## src/rtl/run_monitor_if.sv

```systemverilog
`default_nettype none
// ============================================================================
// Module      : run_monitor_if
// Description : Bundles the signals between run_monitor and the CPU it controls.
//               This covers CPU control and trace, register-file and data-memory
//               read ports, the dump word stream, and run status.
// Revision    : 1.0 - initial release
// ============================================================================
interface run_monitor_if #(
  parameter int unsigned CNT_W = 16
) ();

  // Run control and CPU trace
  logic             start;
  logic [31:0]      pc_i;
  logic [31:0]      inst_i;
  logic             cpu_stall;
  logic             trace_valid;

  // Register-file and data-memory read ports (asynchronous read on the far side)
  logic [4:0]       rf_raddr;
  logic [31:0]      rf_rdata;
  logic [31:0]      dm_raddr;
  logic [31:0]      dm_rdata;

  // Dump word stream and status
  logic             dump_valid;
  logic             dump_sel;
  logic [7:0]       dump_idx;
  logic [31:0]      dump_data;
  logic             done;
  logic [1:0]       stop_reason;
  logic [CNT_W-1:0] cycle_cnt;

  // Monitor side: drives CPU control, read addresses and the dump stream
  modport master (
    input  start, pc_i, inst_i, rf_rdata, dm_rdata,
    output cpu_stall, trace_valid, rf_raddr, dm_raddr,
           dump_valid, dump_sel, dump_idx, dump_data,
           done, stop_reason, cycle_cnt
  );

  // CPU / capture side
  modport slave (
    output start, pc_i, inst_i, rf_rdata, dm_rdata,
    input  cpu_stall, trace_valid, rf_raddr, dm_raddr,
           dump_valid, dump_sel, dump_idx, dump_data,
           done, stop_reason, cycle_cnt
  );

endinterface : run_monitor_if
`default_nettype wire

```

## src/rtl/run_monitor.sv

```systemverilog
`default_nettype none
// ============================================================================
// Module      : run_monitor
// Description : Run-control and state-dump unit for the single-cycle CPU.
//               The unit lets the CPU run and counts committed cycles. It stops
//               the CPU on a cycle limit, a halt PC or a self-loop. It then
//               streams out the register file, followed by a window of data
//               memory, one word per cycle.
// Revision    : 1.0 - initial release
// ============================================================================
module run_monitor #(
  parameter int unsigned MAX_CYCLES = 40,
  parameter int unsigned CNT_W      = 16,
  parameter bit          HALT_EN    = 1'b0,
  parameter logic [31:0] HALT_PC    = 32'h0000_3000,
  parameter int unsigned LOOP_LIMIT = 4,
  parameter int unsigned NUM_REGS   = 32,
  parameter logic [31:0] MEM_BASE   = 32'd80,
  parameter int unsigned NUM_MEM    = 2
) (
  input  wire logic      clk,
  input  wire logic      rst,   // asynchronous, active-low
  run_monitor_if.master  bus
);

  // --------------------------------------------------------------------------
  // Constants
  // --------------------------------------------------------------------------
  localparam logic [CNT_W-1:0] C_CNT_MAX   = '1;
  localparam logic [CNT_W-1:0] C_CNT_ONE   = CNT_W'(1);
  localparam logic [CNT_W-1:0] C_LIMIT     = CNT_W'(MAX_CYCLES);
  localparam logic [CNT_W-1:0] C_LOOP      = CNT_W'(LOOP_LIMIT);
  localparam logic [7:0]       C_REG_LAST  = 8'(NUM_REGS - 1);
  localparam logic [7:0]       C_MEM_LAST  = 8'(NUM_MEM - 1);
  localparam bit               C_LIMIT_ON  = (MAX_CYCLES != 0);
  localparam bit               C_LOOP_ON   = (LOOP_LIMIT != 0);
  localparam bit               C_MEM_ON    = (NUM_MEM != 0);

  localparam logic [1:0] C_REASON_NONE  = 2'd0;
  localparam logic [1:0] C_REASON_LIMIT = 2'd1;
  localparam logic [1:0] C_REASON_HALT  = 2'd2;
  localparam logic [1:0] C_REASON_LOOP  = 2'd3;

  typedef enum logic [2:0] {
    S_IDLE     = 3'd0,
    S_RUN      = 3'd1,
    S_DUMP_REG = 3'd2,
    S_DUMP_MEM = 3'd3,
    S_DONE     = 3'd4
  } state_t;

  // --------------------------------------------------------------------------
  // State
  // --------------------------------------------------------------------------
  state_t           state_q,      state_d;
  logic [CNT_W-1:0] cnt_q,        cnt_d;
  logic [1:0]       reason_q,     reason_d;
  logic [CNT_W-1:0] loop_q,       loop_d;
  logic [31:0]      prev_pc_q,    prev_pc_d;
  logic             prev_vld_q,   prev_vld_d;
  logic [7:0]       idx_q,        idx_d;
  logic [4:0]       rf_raddr_q,   rf_raddr_d;
  logic [31:0]      dm_raddr_q,   dm_raddr_d;
  logic             dump_vld_q,   dump_vld_d;
  logic             dump_sel_q,   dump_sel_d;
  logic [7:0]       dump_idx_q,   dump_idx_d;
  logic [31:0]      dump_data_q,  dump_data_d;
  logic             done_q,       done_d;

  // --------------------------------------------------------------------------
  // Stop-condition evaluation for the current RUN cycle
  // --------------------------------------------------------------------------
  logic [CNT_W-1:0] w_cnt_inc;
  logic [CNT_W-1:0] w_loop_inc;
  logic             w_pc_same;
  logic             w_hit_limit;
  logic             w_hit_halt;
  logic             w_hit_loop;

  // The count saturates rather than wrapping, so a long unlimited run never reads back as short.
  assign w_cnt_inc   = (cnt_q == C_CNT_MAX) ? cnt_q : (cnt_q + C_CNT_ONE);

  // The first RUN cycle has no predecessor, so it can never look like a self-loop.
  assign w_pc_same   = prev_vld_q && (bus.pc_i == prev_pc_q);
  assign w_loop_inc  = !w_pc_same ? '0 :
                       ((loop_q == C_CNT_MAX) ? loop_q : (loop_q + C_CNT_ONE));

  // Every condition uses the post-increment count, so the stopping cycle itself is counted.
  assign w_hit_limit = C_LIMIT_ON && (w_cnt_inc == C_LIMIT);
  assign w_hit_halt  = HALT_EN && (bus.pc_i == HALT_PC);
  assign w_hit_loop  = C_LOOP_ON && (w_loop_inc == C_LOOP);

  // Next-state and datapath update for the run/dump sequencer
  always_comb begin
    state_d     = state_q;
    cnt_d       = cnt_q;
    reason_d    = reason_q;
    loop_d      = loop_q;
    prev_pc_d   = prev_pc_q;
    prev_vld_d  = prev_vld_q;
    idx_d       = idx_q;
    rf_raddr_d  = rf_raddr_q;
    dm_raddr_d  = dm_raddr_q;
    dump_vld_d  = 1'b0;
    dump_sel_d  = dump_sel_q;
    dump_idx_d  = dump_idx_q;
    dump_data_d = dump_data_q;
    done_d      = done_q;

    case (state_q)
      S_IDLE, S_DONE: begin
        // done rises one cycle after the final dump word, then holds
        done_d = (state_q == S_DONE);
        if (bus.start) begin
          state_d    = S_RUN;
          cnt_d      = '0;
          reason_d   = C_REASON_NONE;
          loop_d     = '0;
          prev_vld_d = 1'b0;
          done_d     = 1'b0;
        end
      end

      S_RUN: begin
        cnt_d      = w_cnt_inc;
        loop_d     = w_loop_inc;
        prev_pc_d  = bus.pc_i;
        prev_vld_d = 1'b1;
        if (w_hit_limit || w_hit_halt || w_hit_loop) begin
          if (w_hit_limit) begin
            reason_d = C_REASON_LIMIT;
          end else if (w_hit_halt) begin
            reason_d = C_REASON_HALT;
          end else begin
            reason_d = C_REASON_LOOP;
          end
          state_d    = S_DUMP_REG;
          idx_d      = '0;
          rf_raddr_d = '0;
        end
      end

      S_DUMP_REG: begin
        // x0 is hard-wired to zero on the CPU, so its dump does not depend on the read port
        dump_vld_d  = 1'b1;
        dump_sel_d  = 1'b0;
        dump_idx_d  = idx_q;
        dump_data_d = (idx_q == 8'd0) ? 32'd0 : bus.rf_rdata;
        if (idx_q == C_REG_LAST) begin
          idx_d      = '0;
          dm_raddr_d = MEM_BASE;
          state_d    = C_MEM_ON ? S_DUMP_MEM : S_DONE;
        end else begin
          idx_d      = idx_q + 8'd1;
          rf_raddr_d = rf_raddr_q + 5'd1;
        end
      end

      S_DUMP_MEM: begin
        dump_vld_d  = 1'b1;
        dump_sel_d  = 1'b1;
        dump_idx_d  = idx_q;
        dump_data_d = bus.dm_rdata;
        if (idx_q == C_MEM_LAST) begin
          state_d = S_DONE;
        end else begin
          idx_d      = idx_q + 8'd1;
          dm_raddr_d = dm_raddr_q + 32'd4;
        end
      end

      default: begin
        state_d = S_IDLE;
      end
    endcase
  end

  // State register; reset aborts any run or dump in progress
  always_ff @(posedge clk or negedge rst) begin
    if (!rst) begin
      state_q     <= S_IDLE;
      cnt_q       <= '0;
      reason_q    <= C_REASON_NONE;
      loop_q      <= '0;
      prev_pc_q   <= '0;
      prev_vld_q  <= 1'b0;
      idx_q       <= '0;
      rf_raddr_q  <= '0;
      dm_raddr_q  <= MEM_BASE;
      dump_vld_q  <= 1'b0;
      dump_sel_q  <= 1'b0;
      dump_idx_q  <= '0;
      dump_data_q <= '0;
      done_q      <= 1'b0;
    end else begin
      state_q     <= state_d;
      cnt_q       <= cnt_d;
      reason_q    <= reason_d;
      loop_q      <= loop_d;
      prev_pc_q   <= prev_pc_d;
      prev_vld_q  <= prev_vld_d;
      idx_q       <= idx_d;
      rf_raddr_q  <= rf_raddr_d;
      dm_raddr_q  <= dm_raddr_d;
      dump_vld_q  <= dump_vld_d;
      dump_sel_q  <= dump_sel_d;
      dump_idx_q  <= dump_idx_d;
      dump_data_q <= dump_data_d;
      done_q      <= done_d;
    end
  end

  // --------------------------------------------------------------------------
  // Outputs
  // --------------------------------------------------------------------------
  assign bus.cpu_stall   = (state_q != S_RUN);
  assign bus.trace_valid = (state_q == S_RUN);
  assign bus.rf_raddr    = rf_raddr_q;
  assign bus.dm_raddr    = dm_raddr_q;
  assign bus.dump_valid  = dump_vld_q;
  assign bus.dump_sel    = dump_sel_q;
  assign bus.dump_idx    = dump_idx_q;
  assign bus.dump_data   = dump_data_q;
  assign bus.done        = done_q;
  assign bus.stop_reason = reason_q;
  assign bus.cycle_cnt   = cnt_q;

endmodule : run_monitor
`default_nettype wire

```

## src/flat_wrapper.sv

```systemverilog
// flat-port wrapper written by rule: the top's interface ports become plain ports
module run_monitor_flat 
#(
  parameter int unsigned MAX_CYCLES = 40,
  parameter int unsigned CNT_W      = 16,
  parameter bit          HALT_EN    = 1'b0,
  parameter logic [31:0] HALT_PC    = 32'h0000_3000,
  parameter int unsigned LOOP_LIMIT = 4,
  parameter int unsigned NUM_REGS   = 32,
  parameter logic [31:0] MEM_BASE   = 32'd80,
  parameter int unsigned NUM_MEM    = 2
)
  (clk, rst, bus_start, bus_pc_i, bus_inst_i, bus_rf_rdata, bus_dm_rdata, bus_cpu_stall, bus_trace_valid, bus_rf_raddr, bus_dm_raddr, bus_dump_valid, bus_dump_sel, bus_dump_idx, bus_dump_data, bus_done, bus_stop_reason, bus_cycle_cnt);
  run_monitor_if #(.CNT_W(CNT_W)) bus_i ();
  input  wire logic clk;
  input  wire logic rst;
  input wire logic [$bits(bus_i.start)-1:0] bus_start;
  input wire logic [$bits(bus_i.pc_i)-1:0] bus_pc_i;
  input wire logic [$bits(bus_i.inst_i)-1:0] bus_inst_i;
  input wire logic [$bits(bus_i.rf_rdata)-1:0] bus_rf_rdata;
  input wire logic [$bits(bus_i.dm_rdata)-1:0] bus_dm_rdata;
  output wire logic [$bits(bus_i.cpu_stall)-1:0] bus_cpu_stall;
  output wire logic [$bits(bus_i.trace_valid)-1:0] bus_trace_valid;
  output wire logic [$bits(bus_i.rf_raddr)-1:0] bus_rf_raddr;
  output wire logic [$bits(bus_i.dm_raddr)-1:0] bus_dm_raddr;
  output wire logic [$bits(bus_i.dump_valid)-1:0] bus_dump_valid;
  output wire logic [$bits(bus_i.dump_sel)-1:0] bus_dump_sel;
  output wire logic [$bits(bus_i.dump_idx)-1:0] bus_dump_idx;
  output wire logic [$bits(bus_i.dump_data)-1:0] bus_dump_data;
  output wire logic [$bits(bus_i.done)-1:0] bus_done;
  output wire logic [$bits(bus_i.stop_reason)-1:0] bus_stop_reason;
  output wire logic [$bits(bus_i.cycle_cnt)-1:0] bus_cycle_cnt;
  assign bus_i.start = bus_start;
  assign bus_i.pc_i = bus_pc_i;
  assign bus_i.inst_i = bus_inst_i;
  assign bus_i.rf_rdata = bus_rf_rdata;
  assign bus_i.dm_rdata = bus_dm_rdata;
  assign bus_cpu_stall = bus_i.cpu_stall;
  assign bus_trace_valid = bus_i.trace_valid;
  assign bus_rf_raddr = bus_i.rf_raddr;
  assign bus_dm_raddr = bus_i.dm_raddr;
  assign bus_dump_valid = bus_i.dump_valid;
  assign bus_dump_sel = bus_i.dump_sel;
  assign bus_dump_idx = bus_i.dump_idx;
  assign bus_dump_data = bus_i.dump_data;
  assign bus_done = bus_i.done;
  assign bus_stop_reason = bus_i.stop_reason;
  assign bus_cycle_cnt = bus_i.cycle_cnt;
  run_monitor #(.MAX_CYCLES(MAX_CYCLES), .CNT_W(CNT_W), .HALT_EN(HALT_EN), .HALT_PC(HALT_PC), .LOOP_LIMIT(LOOP_LIMIT), .NUM_REGS(NUM_REGS), .MEM_BASE(MEM_BASE), .NUM_MEM(NUM_MEM)) u_core (.clk(clk), .rst(rst), .bus(bus_i));
endmodule
```

## config.mk

```make
export PLATFORM = sky130hd
export DESIGN_NAME = run_monitor_flat
export DESIGN_NICKNAME = d
export VERILOG_FILES = /design/src/rtl/run_monitor_if.sv /design/src/rtl/run_monitor.sv /design/src/flat_wrapper.sv
export SDC_FILE = /design/constraint.sdc
export NUM_CORES = 1
export LEC_CHECK = 0
export CORE_MARGIN = 5
export CORE_UTILIZATION = 49
export CTS_CLUSTER_SIZE = 10
export DETAILED_ROUTE_END_ITERATION = 7
export GPL_TIMING_DRIVEN = 0
export PLACE_DENSITY = 0.84
export REMOVE_ABC_BUFFERS = 1
export SLEW_MARGIN = 0
export SYNTH_ARGS = -nofsm -noshare
export SYNTH_HDL_FRONTEND = slang
export SYNTH_SLANG_ARGS = --single-unit
export TNS_END_PERCENT = 30
```

## constraint.sdc

```tcl
create_clock -name clk -period 3.5 [get_ports clk]
set_input_delay 0.875 -clock clk [delete_from_list [all_inputs] [get_ports clk]]
set_output_delay 0.875 -clock clk [all_outputs]
set_load 0.02 [all_outputs]
```

**After elaboration in Yosys (flattened, before gate mapping)**

Index checks and enable logic that the tools add are counted.

- Register bits after elaboration: 158
- Latch bits: 0
- Bits in writable memories: 0
- ROM bits: 0
- Input bits: 131
- Output and inout port bits: 100
- Memories kept: 0

- Add/sub/neg operators: 5
- $mul: 0
- Div/mod/pow operators: 0
- Magnitude comparators: 0
- Equal/unequal tests: 18
- Shift operators: 0
- Muxes and demuxes: 32
- Bitwise gates (word level): 0
- Reduce and logical (&&, ||, !) cells: 16

Operators by type and width:

| kind | number |
|---|---|
| case mux 32 bit (2 select lines) | 2 |
| two-way mux 32 bit | 3 |
| two-way mux 16 bit | 4 |
| case mux 16 bit (2 select lines) | 2 |
| adder 16 x 1 -> 16 bit, second input constant | 2 |
| adder 32 x 3 -> 32 bit, second input constant | 1 |
| == test 16 bit, second input constant | 2 |
| == test 32 bit | 1 |
| two-way mux 8 bit | 3 |
| case mux 8 bit (3 select lines) | 1 |
| == test 16 x 3 -> 1 bit, second input constant | 1 |
| == test 16 x 6 -> 1 bit, second input constant | 1 |
| two-way mux 3 bit | 4 |
| case mux 3 bit (4 select lines) | 1 |
| AND reduction 3 bit | 4 |
| two-way mux 5 bit | 2 |
| case mux 5 bit (2 select lines) | 1 |
| adder 8 x 1 -> 8 bit, second input constant | 1 |
| == test 8 x 1 -> 1 bit, second input constant | 1 |
| == test 8 x 5 -> 1 bit, second input constant | 1 |
| zero test 8 bit | 1 |
| == test 3 x 2 -> 1 bit, second input constant | 2 |
| two-way mux 2 bit | 3 |
| != test 2 x 1 -> 1 bit, second input constant | 3 |
| 16 further kinds | 24 |

**Longest topological paths before layout**

- Depth in word-level cells: 7
- Depth in mapped cells: 11

**Least setup slack after synthesis**

OpenSTA, ideal clock, no wires.

- Path type: reg2reg
- Start point: reg u_core.cnt_q[0], in the netlist u_core.bus.cycle_cnt[0]
- End point: reg u_core.idx_q[0]
- Setup time: 0.125 ns
- Arrival time: 2.917 ns
- Slack: 0.458 ns
- Stages on the path, launching flop included: 10
- Clock period less this slack: 3.042 ns
- Path through: dfrtp_1 ha_1 nand3_2 nor4_1 mux2_2 or4_4 o41ai_2 a21oi_2 inv_4 mux2_4

- Word-level cells in the longest chain between the ends: 6
- Elaborated cells between the ends (all ways): 7
- Classes of those cells: add/sub: 1; eq/ne: 3; mux: 1; reduce/logical: 2

RTL lines:

| item | RTL line | RTL |
|---|---|---|
| start, declared | run_monitor.sv:56 | `logic [CNT_W-1:0] cnt_q, cnt_d;` |
| start signal, assigned | run_monitor.sv:197 | `cnt_q <= cnt_d;` |
| adder 16 x 1 -> 16 bit or == test 16 bit (tied branches) | run_monitor.sv:81 | `assign w_cnt_inc = (cnt_q == C_CNT_MAX) ? cnt_q : (cnt_q + C_CNT_ONE);` |
| two-way mux 16 bit (*) | run_monitor.sv:81 |  |
| == test 16 x 6 -> 1 bit (*) | run_monitor.sv:89 | `assign w_hit_limit = C_LIMIT_ON && (w_cnt_inc == C_LIMIT);` |
| logical OR 1 bit (*) | run_monitor.sv:129 | `if (w_hit_limit \|\| w_hit_halt \|\| w_hit_loop) begin` |
| != test 2 x 1 -> 1 bit (no source line) (*) | - |  |
| AND reduction 3 bit (no source line) (*) | - |  |
| end signal, assigned | run_monitor.sv:202 | `idx_q <= idx_d;` |
| end, declared | run_monitor.sv:61 | `logic [7:0] idx_q, idx_d;` |

Every way passes the cells marked *; elsewhere a longest branch is shown, timed or not.
A chain may end at the register's enable or synchronous reset.

**Final worst setup path**

- Start point: reg u_core.state_q[0]
- End point: out bus_trace_valid

- Word-level cells in the longest chain between the ends: 1

RTL lines:

| item | RTL line | RTL |
|---|---|---|
| start, declared | run_monitor.sv:55 | `state_t state_q, state_d;` |
| start signal, assigned | run_monitor.sv:196 | `state_q <= state_d;` |
| == test 3 x 1 -> 1 bit | run_monitor.sv:217 | `assign bus.trace_valid = (state_q == S_RUN);` |
| end, declared | flat_wrapper.sv:23 | `output wire logic [$bits(bus_i.trace_valid)-1:0] bus_trace_valid;` |

No other way between the ends.

==> metrics.txt <==
EDFF count, synth 0; clock latency on the worst-skew pair 0.44 ns; routed len/inst between 15 and 20 µm; status complete, no violations; Critical Path End Type primary output; Final period util just under 100%; Post-Syn Area a little over 8000 µm²; Fill cells 1277; Starting Density between 40% and 50%; required time of the critical path approximately 2.6 ns; flops & latches, synth 156; Yosys warning total 0; global-route wire length before repair between 30000 and 40000 µm; Final Hold Violating Endpoints 0; largest net degree at the start of global routing 101; max-slew violation count 0; TritonCTS clock tree yes; Clk pin slew, worst setup/hold paths approximately 0.07 ns; Synth area leaders dfrtp_1, nand2_1, nor2_1; I/O pin total 231; drt first-iter violations 624; worst r2r dst u_core.bus.rf_raddr[1]; Max Root-Sink Buffers 2; area post-placement a little over 10000 µm²; CP startpoint u_core.state_q[0]; most frequent cell after synthesis nand2_1; row count 47; final WL between 20000 and 25000 µm; unrepaired setup endpoints after global routing false; post-route ant nets 0; Max-Cap Viols 0; Synth Area per Inst 8.93 µm²; CP startpoint kind flip-flop; Async SR Flop Fraction 100%; Post-CTS Hold Fix Bufs 0; multi-input logic area slightly above 4000 µm²; CP peak stage delay approximately 0.65 ns; fin util between 60 and 70%; CTS sink count ~160; Synth top area share a little under half; Max-slew headroom a little under two fifths; final setup vio count 0; gp weighted congestion ~0.88; P&R area growth vs syn 32.8%; VDD IR-drop max 460 µV; share of cells above drive strength 1 under 10%; die area approximately 20000 µm²; pwr/cell area about 600 nW/µm²; die span in x roughly 140 µm; Synth area leader dfrtp_1; total gr overflow 0; CP arrival roughly 2.6 ns; Final Skew between 0.01 and 0.015 ns; Root Buffer clkbuf_16; RR Startpoint u_core.bus.cycle_cnt[0]; all-layer global routing usage 22.9%; CP Max Fanout between 50 and 60; Finished Cell Area between 10000 and 15000 µm²; Mapped Cells between 900 and 1000; placed wire-length estimate 15200 µm; CTS buffer count 17; main flop type after synthesis dfrtp_1; vias in the first global route 7264; CP Depth 3; post-synthesis sequential area ratio 47.2%; Buf/Inv on CP 2; reg2reg setup slack roughly 0.20 ns; reg2reg path depth 9; Unique masters post-synth 77; worst setup path end bus_trace_valid; post-DR vias/cell between 5 and 6; Commonest cells post-synth nand2_1, dfrtp_1, nor2_1, xor2_1, o21ai_0; number of inserted diodes 0; Seq. cell area roughly 4000 µm²; Critical-path top delay cell clkdlybuf4s50_1; fmax 292 MHz; Final #Nets around 1200; IO Port Bufs about 200; DRT Pass-1 Iters 6; Final Critical Period 3.42 ns; Core ar. about 17000 µm²; Die Span Y 140 µm; initial antenna violation count 0; via count 7559; CP Class flip-flop to primary output; DR DRC count 0; Worst Hold Class input port to asynchronous set/reset pin; CP Cell Sequence or3b_4 -> inv_12 -> clkdlybuf4s50_1; family with the most delay on the worst path buffers and inverters; htree depth 4; Worst-Margin Slew about 0.94 ns; Leakage around 4.7 nW
==> registers in the layout, summed over array words and instances, names as in the netlist <==
signal and flops:
u_core.bus.dump_idx 8, u_core.bus.rf_raddr 5, u_core.bus.stop_reason 2, u_core.bus.done 1, u_core.idx_q 8, u_core.bus.dump_data 32
u_core.prev_vld_q 1, u_core.state_q 3, u_core.bus.dm_raddr 30, u_core.bus.dump_sel 1, u_core.loop_q 16, u_core.bus.dump_valid 1
u_core.bus.cycle_cnt 16, u_core.prev_pc_q 32
==> what timing repair did <==
action | 4_1_cts | 5_1_grt
setup endpoints to repair | 60 | 11
cloned | 1 | 1
resized for setup | 9 | 2
setup buffers | 0 | 1
==> through the flow <==
step	TNS [ns]	setup slack, ns	std cells	hold WS [ns]	power, mW
2_1_floorplan	-6.53	-0.387	875	0.466	3.61
3_3_place_gp	-831.39	-4.83	1291	0.460	4.63
3_5_place_dp	-26.08	-1.13	1293	0.462	4.69
4_1_cts	-0.111	-0.111	1326	0.416	6.58
5_1_grt	0	0.0112	1328	0.438	6.90
6_report	0	0.0797	1328	0.390	6.56
==> cell usage in the layout, fill, tap and decap left out, drive strengths merged, types with 6 or more instances in the layout <==
master / Yosys / routed
clkdlybuf4s50: 0 / 195
nand2: 183 / 183
dfrtp: 154 / 154
nor2: 123 / 123
xor2: 46 / 46
o21ai: 40 / 40
a221oi: 33 / 33
nand3: 32 / 32
nand4: 30 / 30
a21oi: 27 / 27
inv: 14 / 23
nor4: 20 / 20
xnor2: 17 / 17
clkbuf: 32 / 17
nor3: 16 / 16
and3: 15 / 15
a31oi: 13 / 13
ha: 7 / 7
a22o: 6 / 6
or3: 6 / 6
nand2b: 6 / 6
==> routing by layer <==
metal	track usage, %	vias to the layer above	wire length (µm)
li1	-	3616	-
met1	29.9	3629	9410
met3	5.76	55	1420
met4	7.65	0	656
met2	37.5	259	11200
met5	0	-	0
==> kinds of logic (layout without fill, tap and decap cells) <==
logic type	after synthesis	after routing	share of synthesized area, %
other	1	2	0.0453
muxes	7	7	0.922
DFF	156	156	47.2
xor gates and xnor gates	63	63	6.67
buffers and inverters	68	246	3.64
and+or+nand+nor	459	461	26.2
adders and majority gates	7	7	1.06
AOI/OAI and AO/OA	166	166	14.2
==> how the worst min path moves through the flow <==
stage / cells past startpoint / startpoint / end
after floorplan: 2 / u_core.prev_pc_q[0] / u_core.prev_pc_q[0]
after global placement: 2 / u_core.bus.dump_idx[6] / u_core.bus.dump_idx[6]
after detailed placement: 2 / u_core.bus.dump_idx[2] / u_core.bus.dump_idx[2]
after CTS: 1 / rst / u_core.bus.dm_raddr[22]
after global routing: 1 / rst / u_core.bus.dm_raddr[22]
final: 1 / rst / u_core.bus.dm_raddr[18]
==> cell type report <==
class / instances / share of cell area [%]
clock inverter: 15 / 1.55
inverter: 15 / 0.660
sequential: 156 / 35.6
multi-input combinational: 706 / 37.4
timing repair buffer: 199 / 18.4
tap: 220 / 2.51
clock buffer: 17 / 3.87
==> where the power goes <==
part	switching [mW]	internal (mW)	total, mW
logic	1.11	0.988	2.10
registers	0.412	2.18	2.59
clock network	0.857	1.02	1.88
total	2.38	4.18	6.56
No activity file was read; power rests on OpenSTA's default activity.
